## src/rtl/washing_machine_fill_control.sv

```systemverilog
// Washing machine drum fill controller: averages load weight samples, picks a
// target water level, opens the inlet valve until the target or a timeout.
module washing_machine_fill_control #(
    parameter int unsigned W_WIDTH        = 8,
    parameter int unsigned L_WIDTH        = 10,
    parameter int unsigned AVG_LOG2       = 2,
    parameter int unsigned LOW_TH         = 20,
    parameter int unsigned MED_TH         = 50,
    parameter int unsigned HIGH_TH        = 80,
    parameter int unsigned LVL_LOW        = 100,
    parameter int unsigned LVL_MED        = 200,
    parameter int unsigned LVL_HIGH       = 300,
    parameter int unsigned LVL_XHIGH      = 400,
    parameter int unsigned TIMEOUT_CYCLES = 1000
) (
    input  logic               clk,
    input  logic               reset,
    input  logic               start,
    input  logic               abort,
    input  logic               clear_fault,
    input  logic [W_WIDTH-1:0] load_weight,
    input  logic [L_WIDTH-1:0] level_sensor,
    output logic [L_WIDTH-1:0] water_level,
    output logic               fill_valve,
    output logic               busy,
    output logic               done,
    output logic               fault
);

    localparam int unsigned ACC_W = W_WIDTH + AVG_LOG2;
    localparam int unsigned NSAMP = 1 << AVG_LOG2;
    localparam int unsigned CNT_W = $clog2(TIMEOUT_CYCLES + 1);

    typedef enum logic [2:0] {
        S_IDLE   = 3'd0,
        S_WEIGH  = 3'd1,
        S_SELECT = 3'd2,
        S_FILL   = 3'd3,
        S_DONE   = 3'd4,
        S_FAULT  = 3'd5
    } state_t;

    state_t              r_state;
    state_t              w_state_nxt;
    logic [ACC_W-1:0]    r_acc;
    logic [AVG_LOG2-1:0] r_samp_cnt;
    logic [CNT_W-1:0]    r_fill_cnt;
    logic                w_last_samp;
    logic                w_target_met;
    logic                w_timeout;
    logic [W_WIDTH-1:0]  w_avg;
    logic [L_WIDTH-1:0]  w_level_sel;
    logic                w_fill_valve;
    logic                w_busy;
    logic                w_done;
    logic                w_fault;

    assign w_last_samp  = (r_samp_cnt == AVG_LOG2'(NSAMP - 1));
    assign w_target_met = (level_sensor >= water_level);
    assign w_timeout    = (r_fill_cnt == CNT_W'(TIMEOUT_CYCLES - 1));
    assign w_avg        = W_WIDTH'(r_acc >> AVG_LOG2);

    // Map truncated average weight to a target level
    always_comb begin
        w_level_sel = L_WIDTH'(LVL_XHIGH);
        if (w_avg <= W_WIDTH'(LOW_TH))
            w_level_sel = L_WIDTH'(LVL_LOW);
        else if (w_avg <= W_WIDTH'(MED_TH))
            w_level_sel = L_WIDTH'(LVL_MED);
        else if (w_avg <= W_WIDTH'(HIGH_TH))
            w_level_sel = L_WIDTH'(LVL_HIGH);
    end

    // Next state; outputs are decoded from the next state so they register with it
    always_comb begin
        w_state_nxt = r_state;
        case (r_state)
            S_IDLE:   if (start) w_state_nxt = S_WEIGH;
            S_WEIGH:  begin
                if (abort)            w_state_nxt = S_IDLE;
                else if (w_last_samp) w_state_nxt = S_SELECT;
            end
            S_SELECT: w_state_nxt = abort ? S_IDLE : S_FILL;
            S_FILL:   begin
                if (abort)             w_state_nxt = S_IDLE;
                else if (w_target_met) w_state_nxt = S_DONE;
                else if (w_timeout)    w_state_nxt = S_FAULT;
            end
            S_DONE:   w_state_nxt = S_IDLE;
            S_FAULT:  if (clear_fault) w_state_nxt = S_IDLE;
            default:  w_state_nxt = S_IDLE;
        endcase

        w_fill_valve = (w_state_nxt == S_FILL);
        w_busy       = (w_state_nxt == S_WEIGH) || (w_state_nxt == S_SELECT) ||
                       (w_state_nxt == S_FILL);
        w_done       = (w_state_nxt == S_DONE);
        w_fault      = (w_state_nxt == S_FAULT);
    end

    always_ff @(posedge clk or negedge reset) begin
        if (!reset) begin
            r_state    <= S_IDLE;
            fill_valve <= 1'b0;
            busy       <= 1'b0;
            done       <= 1'b0;
            fault      <= 1'b0;
        end else begin
            r_state    <= w_state_nxt;
            fill_valve <= w_fill_valve;
            busy       <= w_busy;
            done       <= w_done;
            fault      <= w_fault;
        end
    end

    // Weight accumulation, fill timeout counter and target level register
    always_ff @(posedge clk or negedge reset) begin
        if (!reset) begin
            r_acc       <= '0;
            r_samp_cnt  <= '0;
            r_fill_cnt  <= '0;
            water_level <= '0;
        end else begin
            if (r_state == S_IDLE && start) begin
                r_acc      <= '0;
                r_samp_cnt <= '0;
            end else if (r_state == S_WEIGH) begin
                r_acc      <= r_acc + ACC_W'(load_weight);
                r_samp_cnt <= r_samp_cnt + AVG_LOG2'(1);
            end

            if (r_state == S_SELECT) begin
                water_level <= w_level_sel;
                r_fill_cnt  <= '0;
            end else if (r_state == S_FILL) begin
                r_fill_cnt  <= r_fill_cnt + CNT_W'(1);
            end
        end
    end

endmodule

```

## config.mk

```make
export PLATFORM = sky130hd
export DESIGN_NAME = washing_machine_fill_control
export DESIGN_NICKNAME = d
export VERILOG_FILES = /design/src/rtl/washing_machine_fill_control.sv
export SDC_FILE = /design/constraint.sdc
export NUM_CORES = 1
export LEC_CHECK = 0
export ABC_AREA = 1
export CORE_MARGIN = 8
export CORE_UTILIZATION = 48
export DETAILED_ROUTE_END_ITERATION = 6
export PLACE_DENSITY = 0.76
export SETUP_SLACK_MARGIN = 0.05
export SLEW_MARGIN = 20
export SYNTH_ARGS = -nofsm -noshare
export SYNTH_HDL_FRONTEND = slang
export SYNTH_SLANG_ARGS = --single-unit
```

## constraint.sdc

```tcl
create_clock -name clk -period 1.6 [get_ports clk]
set_input_delay 0.24 -clock clk [delete_from_list [all_inputs] [get_ports clk]]
set_output_delay 0.24 -clock clk [all_outputs]
set_load 0.02 [all_outputs]
```

== Word-level counts from Yosys, hierarchy flattened ==
Index checks and enable logic that the tools add are counted.
Storage, ports and cells
  bits in registers: 39
  input bits: 23
  output and inout bits: 14
  logic and storage cells: 51
Cells by class
  add/sub/neg operators: 3
  magnitude comparators: 4
  eq/ne operators: 11
  multiplexer cells: 18
  reductions and logical operators: 6
Operator list (count)
  $mux W10: 6
  $mux W3: 7
  $pmux W3 S5: 1
  $eq A3 B2 Y1 const B: 4
  $add A10 B1 Y10 const B: 1
  $add A10 B8 Y10: 1
  $eq A10 B10 Y1 const B: 1
  $ge A10 B10 Y1: 1
  $eq A3 B3 Y1 const B: 3
  $le A8 B5 Y1 const B: 1
  $le A8 B6 Y1 const B: 1
  $le A8 B7 Y1 const B: 1
  $mux W8: 1
  $eq A3 B1 Y1 const B: 2
  $mux W2: 3
  $reduce_bool A2 Y1: 2
  $logic_not A3 Y1: 1
  $add A2 B1 Y2 const B: 1
  $eq A2 B2 Y1 const B: 1
  $logic_or A1 B1 Y1: 2
  $logic_and A1 B1 Y1: 1

== Depth between registers and ports, before layout ==
Gate-level depths: netlist of run 1.
  depth after elaboration: 8
  depth in mapped cells: 13

== Worst setup path before layout of run 1 ==
Ideal clock, no wire load.
  path kind: reg2reg
  start point: register r_acc[0]
  end point: register r_acc[6]
  library setup time: 0.116 ns
  data arrival time: 1.581 ns
  required time: 1.484 ns
  setup slack: -0.097 ns
  stages on the path, launching flop included: 13
  period minus slack after synthesis: 1.697 ns
  cells stage by stage: dfrtp_1 ha_1 inv_1 fa_1 nand3b_1 nand2_1 nand2_1 nand2_1 a21oi_1 nor2_1 nor2_1 nand2_1 nand2_1
Between the ends
  word-level cells in the longest chain between the ends: 3
RTL lines
  from (decl): RTL line 45  | logic [ACC_W-1:0] r_acc;
  from (signal assigned): RTL line 129  | r_acc <= r_acc + ACC_W'(load_weight);
  $add A10 B8 Y10: RTL line 129
  $mux W10: RTL line 128  | end else if (r_state == S_WEIGH) begin
  $mux W10: RTL line 125  | if (r_state == S_IDLE && start) begin
No other way between the ends. The select of a mux whose other input is x is not followed.
A chain may end at the register's enable or synchronous reset.

== Final worst setup path of run 1 ==
Ends and elaborated chain as after synthesis.

==> results of run 1 <==
registers in the layout, indices dropped and copies added (netlist names):
register     cells
water_level      6
fill_valve       1
fault            1
r_samp_cnt       2
r_state          3
busy             1
r_acc           10
done             1
r_fill_cnt      10
stage by stage:
stage               hold WS [ns]  setup TNS, ns  power (mW)  area (µm²)   util
finish                     0.307         -0.229        5.19        3220  0.700
global route               0.325          -1.06        5.62        3220  0.700
CTS                        0.315         -0.228        4.87        3020  0.656
detailed placement         0.490          -4.27        3.86        2840  0.618
global placement           0.491          -3.73        3.78        2840  0.618
floorplan                -0.0556        -0.0527        2.82        2250      -
cell usage after synthesis, drive strengths merged:
library cell and number:
nand2 75, inv 51, dfrtp 35, nor2 35, a21oi 19, ha 17
o21ai 15, nand4 12, nand3 10, buf 4, o22ai 4, a21boi 2
a22o 2, a31oi 2, nor3 2, xor2 2, a211oi 1, a21o 1
clkbuf 1, conb 1, fa 1, nand3b 1, o211ai 1, o21a 1
o21bai 1, o31ai 1, or2 1, or3 1
final timing paths:
| path | to | slack (ns) | cells after the start |
|---|---|---|---|
| setup / recovery | r_acc[6]$_DFFE_PN0P_ | -0.12 | 12 |
| hold / removal | r_acc[1]$_DFFE_PN0P_ | 0.31 | 2 |
| setup reg to reg | r_acc[6]$_DFFE_PN0P_ | -0.12 | 12 |
| hold reg to reg | r_samp_cnt[1]$_DFFE_PN0P_ | 0.51 | 1 |
| max in group asynchronous | r_fill_cnt[0]$_DFFE_PN0P_ | 1.11 | 2 |
| min in group clk | r_acc[0]$_DFFE_PN0P_ | 0.47 | 3 |
layer usage:
metal,wire length [µm],up-vias,GRT usage
met5,0,-,0
met4,109,0,0.0659
met3,319,8,0.0387
met2,2770,56,0.268
met1,2550,1020,0.196
li1,-,1111,-
kinds of logic after synthesis:
| family | count (synthesis) | synth area share |
|---|---|---|
| flip-flops | 35 | 0.392 |
| XOR/XNOR | 2 | 0.00784 |
| AO/OA/AOI/OAI | 50 | 0.131 |
| AND/OR/NAND/NOR | 137 | 0.262 |
| adder cells (fa/ha/maj) | 18 | 0.104 |
| buffers and inverters | 56 | 0.101 |
| other | 1 | 0.00168 |
area by class of cell:
type                    count  area share
multi-input cells         210       0.412
flip-flops and latches     35       0.272
repair buffers             68       0.192
inverters                  51      0.0603
clock buffers               5      0.0214
clock inverters             3      0.0210
well taps                  54      0.0210
power groups by stage:
stage | Sequential, mW | Clock, mW | Combinational, mW
floorplan | 1.42 | 0 | 1.40
global placement | 1.33 | 0 | 2.45
finish | 1.34 | 0.970 | 2.87
detailed placement | 1.34 | 0 | 2.52
CTS | 1.33 | 0.981 | 2.56
global route | 1.37 | 1.03 | 3.21
layout by cell type (no fill, tap or decap), types with 2 or more instances in the layout:
master            n
dlymetal6s2s_1    4
clkdlybuf4s50_1  24
dfrtp_1          35
nor2_2           10
clkbuf_8          5
nand2_1          60
o21ai_0          13
buf_6             2
ha_1             10
o22ai_1           3
a31oi_1           2
nor2_4            2
a22o_1            2
ha_2              2
conb_1            3
buf_4            32
xor2_1            2
a21oi_2           5
bufinv_16         2
nand4_1          12
nand2_2          15
nand3_1           9
a21oi_1          13
dlygate4sd2_1     5
inv_2             9
ha_4              5
nor2_1           23
inv_1            41
repair_timing:
| action | 4_1_cts | 5_1_grt |
|---|---|---|
| buffers inserted | 1 | 5 |
| gates resized for setup | 16 | 47 |
| pin swaps | 4 | 22 |
| endpoints found under the setup margin | 15 | 17 |
==> results.sh, run 1 <==
export IMPL_firstDrtPassIters=4
export IMPL_cts_hold_fix_buffers=0
export IMPL_status="finished, violations left"
export IMPL_cpPeakStageDelay_ns=0.35
export IMPL_n_antenna_cell=0
export IMPL_drt_drc_violations_left=0
export IMPL_place_gp_congestion=0.858
export IMPL_p_comb_frac=0.554
export IMPL_clk_pin_slew_ns=0.08
export IMPL_hpwl_um=4220
export IMPL_grt_overflow=0
export IMPL_htree_levels=2
export IMPL_grt_pass1_vias=2177
export IMPL_numClockSinks=35
export IMPL_slowest_stage="dfrtp_1"
export IMPL_cts_buffers=5
export IMPL_die_width_um=84.2
export IMPL_timing_rr_start="r_acc[0]$_DFFE_PN0P_"
export IMPL_start_util=0.486
export IMPL_hold_path_class="in -> async"
export IMPL_cp_data_arrival_time_ns=1.92
export IMPL_drt_wl_total_um=5750
export IMPL_finalSetupViolCount=2
export IMPL_die_h_um=84.2
export IMPL_drv_slew=0
export IMPL_synth_cell_types=33
export IMPL_ir_worst_vdd_mv=0.861
export IMPL_yosysWarnings=0
export IMPL_min_period_over_period=1.07
export IMPL_vias=2195
export IMPL_synth_area_mm2=0.00223
export IMPL_drive_above_1_share=0.272
export IMPL_critPathLaunch="r_acc[0]$_DFFE_PN0P_"
export IMPL_multi_input_area_mm2=0.00133
export IMPL_cp_start_kind="flip-flop"
export IMPL_yosys_area_top_type="dfrtp_1"
export IMPL_cts_tree="done"
export IMPL_path_delay_family="simple AND/OR/NAND/NOR gates"
export IMPL_maxCapViolCount=0
export IMPL_crit_fanout=3
export IMPL_vias_per_cell=5.15
export IMPL_pre_cts_ws_ns=-0.495
export IMPL_grt_first_pass_wirelength_um=9480
export IMPL_dpl_cell_count=412
export IMPL_yosys_top_cells_area="dfrtp_1 39%, nand2_1 12%, ha_1 9.5%, inv_1 8.1%, nor2_1 5.5%"
export IMPL_final_cells=426
export IMPL_netlist_instances=299
export IMPL_dieArea_mm2=0.00709
export IMPL_p_seq_frac=0.259
export IMPL_rsz0062_at_grt="yes"
export IMPL_failed_checks="negative setup slack"
export IMPL_internal_power_mw=3.09
export IMPL_crit_top_cell="nand2_2"
export IMPL_pin_count=37
export IMPL_ant_nets=0
export IMPL_hold_viol=0
export IMPL_max_freq_mhz=582
export IMPL_final_seq_area_um2=876
export IMPL_fin_ws_ns=-0.119
export IMPL_syn2layout_area_growth_pct=44.0
export IMPL_port_buffers=33
export IMPL_p_per_area_mw_per_mm2=1610
export IMPL_num_rows=25
export IMPL_grt_usage=0.162
export IMPL_grt_max_degree=36
export IMPL_fin_crit_ns=1.72
export IMPL_fin_nets=412
export IMPL_netlist_area_leader_share=0.392
export IMPL_leakage_nw=1.65
export IMPL_cp_buffers_inverters=1
export IMPL_drt_wirelength_per_cell_um=13.5
export IMPL_synth_seq_cells=35
export IMPL_end_kind="flip-flop"
export IMPL_cts_root_buffer="clkbuf_8"
export IMPL_switching_share=0.404
export IMPL_critPathRequiredTime_ns=1.80
export IMPL_pwr_share_clk=0.187
export IMPL_power_switching_mw=2.10
export IMPL_syn_mean_instance_area_um2=7.47
export IMPL_path_class="reg -> reg"
export IMPL_num_fill_cells=375
export IMPL_ys_seq_area_frac=0.392
export IMPL_cp_cell_sequence="ha_2, inv_2, fa_2, nand3b_1, nand2_2, nand2_2, nand2_2, a21oi_2, nor2_1, nor2_1, nand2_1, nand2_1"
export IMPL_antenna_found_initial=0
export IMPL_core_mm2=0.00460
export IMPL_drtIter0Drc=94
export IMPL_clkLatencyLatePin_ns=0.29
export IMPL_clock_skew_final_ns=0.00427
export IMPL_cts_buffer_depth=2
(Power assumes the default switching activity.)
==> run 2: changes to the inputs <==
- SETUP_SLACK_MARGIN: 0.05 -> 0.1
==> run 2 against run 1 <==
  * The run still ends with negative setup slack left
  * Global-route usage about the same
  * First-iteration DRC count increased by 110%
  * Sequential share of layout area is 0.71 points lower
  * Clock power fell by 17%
  * Total power up 2.2%
  * Hold slack worse by 0.0020 ns
  * Cell area is 3.5% higher
==> results.sh, run 2 (synthesized netlist as in run 1, its figures left out) <==
export IMPL_clk_pin_slew_ns=0.08
export IMPL_drt_wl_total_um=5900
export IMPL_max_freq_mhz=575
export IMPL_switching_share=0.416
export IMPL_pwr_share_clk=0.151
export IMPL_critPathLaunch="r_acc[0]$_DFFE_PN0P_"
export IMPL_internal_power_mw=3.10
export IMPL_port_buffers=33
export IMPL_cts_buffers=5
export IMPL_multi_input_area_mm2=0.00143
export IMPL_pin_count=37
export IMPL_grt_max_degree=36
export IMPL_cts_hold_fix_buffers=0
export IMPL_p_seq_frac=0.263
export IMPL_fin_nets=416
export IMPL_path_delay_family="simple AND/OR/NAND/NOR gates"
export IMPL_vias=2253
export IMPL_end_kind="flip-flop"
export IMPL_p_per_area_mw_per_mm2=1590
export IMPL_reg_top3="r_acc (10), r_fill_cnt (10), water_level (6)"
export IMPL_firstDrtPassIters=4
export IMPL_cp_data_arrival_time_ns=1.92
export IMPL_path_depth=12
export IMPL_maxCapViolCount=0
export IMPL_antenna_found_initial=0
export IMPL_final_seq_area_um2=883
export IMPL_cp_endpoint="r_acc[6]$_DFFE_PN0P_"
export IMPL_finalSetupTns_ns=-0.327
export IMPL_cp_start_kind="flip-flop"
export IMPL_cts_tree="done"
export IMPL_final_common_cell="nand2_1"
export IMPL_dpl_cell_area_mm2=0.00283
export IMPL_place_gp_congestion=0.890
export IMPL_num_rows=25
export IMPL_hpwl_um=4110
export IMPL_timing_rr_start="r_acc[0]$_DFFE_PN0P_"
export IMPL_ant_nets=0
export IMPL_drt_wirelength_per_cell_um=13.7
export IMPL_die_h_um=84.2
export IMPL_min_period_over_period=1.09
export IMPL_hold_viol=0
export IMPL_grt_first_pass_wirelength_um=9540
export IMPL_core_mm2=0.00460
export IMPL_failed_checks="negative setup slack"
export IMPL_cpPeakStageDelay_ns=0.39
export IMPL_dpl_cell_count=410
export IMPL_crit_top_cell="nand2_1"
export IMPL_dieArea_mm2=0.00709
export IMPL_fin_ws_ns=-0.138
export IMPL_grt_pass1_vias=2132
export IMPL_power_switching_mw=2.20
export IMPL_final_cell_mix="61 x nand2_1, 36 x inv_1, 36 x buf_4, 29 x dfrtp_1, 23 x clkdlybuf4s50_1"
export IMPL_start_util=0.486
export IMPL_clkLatencyLatePin_ns=0.29
export IMPL_htree_levels=2
export IMPL_fin_crit_ns=1.74
export IMPL_vias_per_cell=5.24
export IMPL_p_comb_frac=0.586
export IMPL_finalSetupViolCount=3
export IMPL_hold_path_class="in -> async"
export IMPL_drt_drc_violations_left=0
export IMPL_cts_root_buffer="clkbuf_8"
export IMPL_stdcell_area_mm2=0.00333
export IMPL_drtIter0Drc=195
export IMPL_critPathRequiredTime_ns=1.78
export IMPL_final_cells=430
export IMPL_power_total_mw=5.30
export IMPL_cp_buffers_inverters=1
export IMPL_status="finished, violations left"
export IMPL_ir_worst_vdd_mv=0.990
export IMPL_numClockSinks=35
export IMPL_drv_slew=0
export IMPL_n_antenna_cell=0
export IMPL_leakage_nw=1.67
export IMPL_crit_fanout=3
export IMPL_num_fill_cells=344
export IMPL_path_class="reg -> reg"
export IMPL_die_width_um=84.2
export IMPL_slowest_stage="dfrtp_1"
export IMPL_syn2layout_area_growth_pct=49.1
export IMPL_drive_above_1_share=0.338
export IMPL_ff2ff_path_depth=12
export IMPL_reg2reg_to="r_acc[6]$_DFFE_PN0P_"
export IMPL_grt_overflow=0
export IMPL_cp_cell_sequence="ha_4, inv_2, fa_2, nand3b_1, nand2_2, nand2_2, nand2_1, a21oi_2, nor2_1, nor2_1, nand2_1, nand2_1"
export IMPL_rsz0062_at_grt="yes"
export IMPL_clock_skew_final_ns=0.00779
export IMPL_cts_buffer_depth=2
export IMPL_r2r_slack_ns=-0.14
export IMPL_grt_usage=0.162
[run 2: power by group through the flow]
stage / clock network [mW] / logic [mW] / registers (mW)
after CTS: 0.824 / 2.69 / 1.36
after global placement: 0 / 2.42 / 1.35
after global routing: 0.870 / 3.44 / 1.43
final: 0.802 / 3.11 / 1.39
after detailed placement: 0 / 2.48 / 1.35
after floorplan: 0 / 1.40 / 1.43
[run 2: layout make-up]
class,instances,share of cell area
Timing Repair Buffer,72,0.193
Inverter,51,0.0582
Tap cell,54,0.0203
Clock buffer,5,0.0207
Sequential cell,35,0.265
Clock inverter,3,0.0131
Multi-Input combinational cell,210,0.429
[run 2: what timing repair did]
item | in CTS | in global routing
pin swaps | 13 | 20
setup buffers | 3 | 9
resized for setup | 36 | 51
endpoints found under the setup margin | 18 | 24
[run 2: worst min-delay path by stage]
stage	start	slack, ns	endpoint	cells past startpoint
after floorplan	reset	-0.06	busy$_DFF_PN0_	0
after global placement	r_samp_cnt[1]$_DFFE_PN0P_	0.49	r_samp_cnt[1]$_DFFE_PN0P_	1
after detailed placement	r_acc[0]$_DFFE_PN0P_	0.50	r_acc[0]$_DFFE_PN0P_	1
after CTS	reset	0.31	r_acc[4]$_DFFE_PN0P_	2
after global routing	reset	0.32	r_acc[4]$_DFFE_PN0P_	2
final	reset	0.31	r_acc[4]$_DFFE_PN0P_	2
[run 2: through the flow]
stage               hold slack (ns)  setup slack [ns]   util
floorplan                   -0.0556           -0.0356      -
global placement              0.489            -0.451  0.616
detailed placement            0.498            -0.511  0.616
CTS                           0.310            -0.124  0.672
global route                  0.319            -0.207  0.724
finish                        0.305            -0.138  0.724
[run 2: routing by layer]
layer / track usage / share of wire
met5: 0 / 0
met4: 0.0581 / 0.012
met3: 0.0378 / 0.050
met1: 0.201 / 0.45
met2: 0.266 / 0.49
==> run 3: changes to the inputs <==
- CORE_UTILIZATION: 48 -> 55
- CTS_CLUSTER_SIZE: default -> 16
- DONT_BUFFER_PORTS: default -> 1
- PLACE_DENSITY: 0.76 -> 0.73
==> run 3 against run 2 <==
  * The run still ends with negative setup slack left
  * Fmax up 0.58%
  * Worst setup slack improved by 0.010 ns
  * First-iteration DRC count decreased by 54%
  * Non-clock buffer count down 41
  * Register-to-register slack barely moved
  * Hold slack worse by 0.15 ns
  * Largest cell class unchanged
  * Largest power group unchanged
  * Highest routed layer unchanged
==> results.sh, run 3 (synthesized netlist as in run 1, its figures left out) <==
export IMPL_syn2layout_area_growth_pct=30.4
export IMPL_num_fill_cells=283
export IMPL_cts_buffers=5
export IMPL_die_h_um=79.7
export IMPL_num_rows=23
export IMPL_crit_fanout=3
export IMPL_pin_count=37
export IMPL_drtIter0Drc=90
export IMPL_final_seq_area_um2=882
export IMPL_hpwl_um=3920
export IMPL_final_cell_mix="60 x nand2_1, 40 x inv_1, 30 x dfrtp_1, 26 x buf_4, 22 x nor2_1"
export IMPL_clock_skew_final_ns=0.00532
export IMPL_firstDrtPassIters=4
export IMPL_die_width_um=79.7
export IMPL_clkLatencyLatePin_ns=0.29
export IMPL_clk_pin_slew_ns=0.07
export IMPL_hold_path_class="in -> reg"
export IMPL_cp_data_arrival_time_ns=1.92
export IMPL_final_cells=385
export IMPL_grt_usage=0.174
export IMPL_htree_levels=2
export IMPL_drive_above_1_share=0.328
export IMPL_numClockSinks=35
export IMPL_critPathRequiredTime_ns=1.79
export IMPL_rsz0062_at_grt="yes"
export IMPL_core_mm2=0.00394
export IMPL_drt_wl_total_um=5700
export IMPL_r2r_slack_ns=-0.13
export IMPL_dieArea_mm2=0.00636
export IMPL_ir_worst_vdd_mv=1.04
export IMPL_port_buffers=0
export IMPL_fin_crit_ns=1.73
export IMPL_vias_per_cell=5.49
export IMPL_end_kind="flip-flop"
export IMPL_p_per_area_mw_per_mm2=1710
export IMPL_n_antenna_cell=0
export IMPL_multi_input_area_mm2=0.00140
export IMPL_drt_wirelength_per_cell_um=14.8
export IMPL_ant_nets=0
export IMPL_cts_root_buffer="clkbuf_8"
export IMPL_cts_buffer_depth=2
export IMPL_grt_pass1_vias=1928
export IMPL_min_period_over_period=1.08
export IMPL_cp_start_kind="flip-flop"
export IMPL_grt_overflow=0
export IMPL_maxCapViolCount=0
export IMPL_antenna_found_initial=0
export IMPL_hold_viol=0
export IMPL_path_class="reg -> reg"
export IMPL_cts_tree="done"
export IMPL_power_total_mw=4.99
export IMPL_dpl_cell_area_mm2=0.00243
export IMPL_grt_first_pass_wirelength_um=8670
export IMPL_place_gp_congestion=0.881
export IMPL_leakage_nw=1.44
export IMPL_drv_slew=0
export IMPL_fin_nets=375
export IMPL_reg_top3="r_acc (10), r_fill_cnt (10), water_level (6)"
export IMPL_grt_max_degree=36
export IMPL_final_common_cell="nand2_1"
export IMPL_dpl_cell_count=366
export IMPL_start_util=0.566
export IMPL_failed_checks="negative setup slack"
export IMPL_hold_slack_ns=0.155
export IMPL_fin_ws_ns=-0.128
export IMPL_vias=2112
export IMPL_fin_util=0.738
export IMPL_drt_drc_violations_left=0
export IMPL_stdcell_area_mm2=0.00291
export IMPL_finalSetupViolCount=4
export IMPL_max_freq_mhz=579
export IMPL_status="finished, violations left"
## run 3: changes by cell type in the layout (fill, tap and decap cells not counted), sizes merged
cell,previous run,this run
clkdlybuf4s50,23,0
dlymetal6s2s,3,0
buf,40,30
dlygate4sd2,6,0
dlygate4sd3,0,1
## run 3: final timing paths
kind,startpoint,to,cells after the start
max,r_acc[0]$_DFFE_PN0P_,r_acc[6]$_DFFE_PN0P_,12
min,abort,r_state[1]$_DFF_PN0_,3
max reg2reg,r_acc[0]$_DFFE_PN0P_,r_acc[6]$_DFFE_PN0P_,12
min reg2reg,r_samp_cnt[0]$_DFFE_PN0P_,r_samp_cnt[0]$_DFFE_PN0P_,1
max in group asynchronous,reset,water_level[3]$_DFFE_PN0N_,2
min in group asynchronous,reset,r_acc[8]$_DFFE_PN0P_,2
## run 3: report_power, final
group | switching [mW] | internal (mW) | total, mW | leakage (nW)
clock | 0.332 | 0.463 | 0.795 | 0.0581
sequential | 0.229 | 1.15 | 1.38 | 0.454
combinational | 1.57 | 1.24 | 2.81 | 0.927
total | 2.13 | 2.86 | 4.99 | 1.44
## run 3: through the flow
| stage | setup slack, ns | setup TNS, ns |
|---|---|---|
| 2_1_floorplan | -0.0356 | -0.0527 |
| 3_3_place_gp | -0.0742 | -0.126 |
| 3_5_place_dp | -0.145 | -0.424 |
| 4_1_cts | -0.0942 | -0.262 |
| 5_1_grt | -0.206 | -0.731 |
| 6_report | -0.128 | -0.304 |
## run 3: area by class of cell
| cell class | count | area share |
|---|---|---|
| clock buffers | 5 | 0.0236 |
| clock inverters | 3 | 0.0150 |
| inverters | 51 | 0.0658 |
| multi-input cells | 210 | 0.482 |
| flip-flops and latches | 35 | 0.303 |
| well taps | 50 | 0.0215 |
| repair buffers | 31 | 0.0890 |
## run 3: worst max-delay path, stage by stage (launching register included)
cell and delay (ns):
dfrtp_1 0.37, ha_2 0.19, inv_2 0.04, fa_2 0.33, nand3b_1 0.18, nand2_2 0.10
nand2_2 0.07, nand2_2 0.06, a21oi_2 0.05, nor2_1 0.08, nor2_1 0.04, nand2_1 0.05
nand2_1 0.05
## run 3: timing repair
action,CTS,global route
setup buffers,4,6
hold buffers,2,0
hold endpoints to repair,35,0
setup endpoints to repair,12,24
pin swaps,19,25
gates resized for setup,26,42
## run 3: metal layers
metal | track usage | routed length, µm | vias up
met5 | 0 | 0 | -
met4 | 0.0519 | 130 | 0
met3 | 0.0811 | 561 | 14
met2 | 0.270 | 2630 | 62
met1 | 0.208 | 2380 | 1003
li1 | - | - | 1033
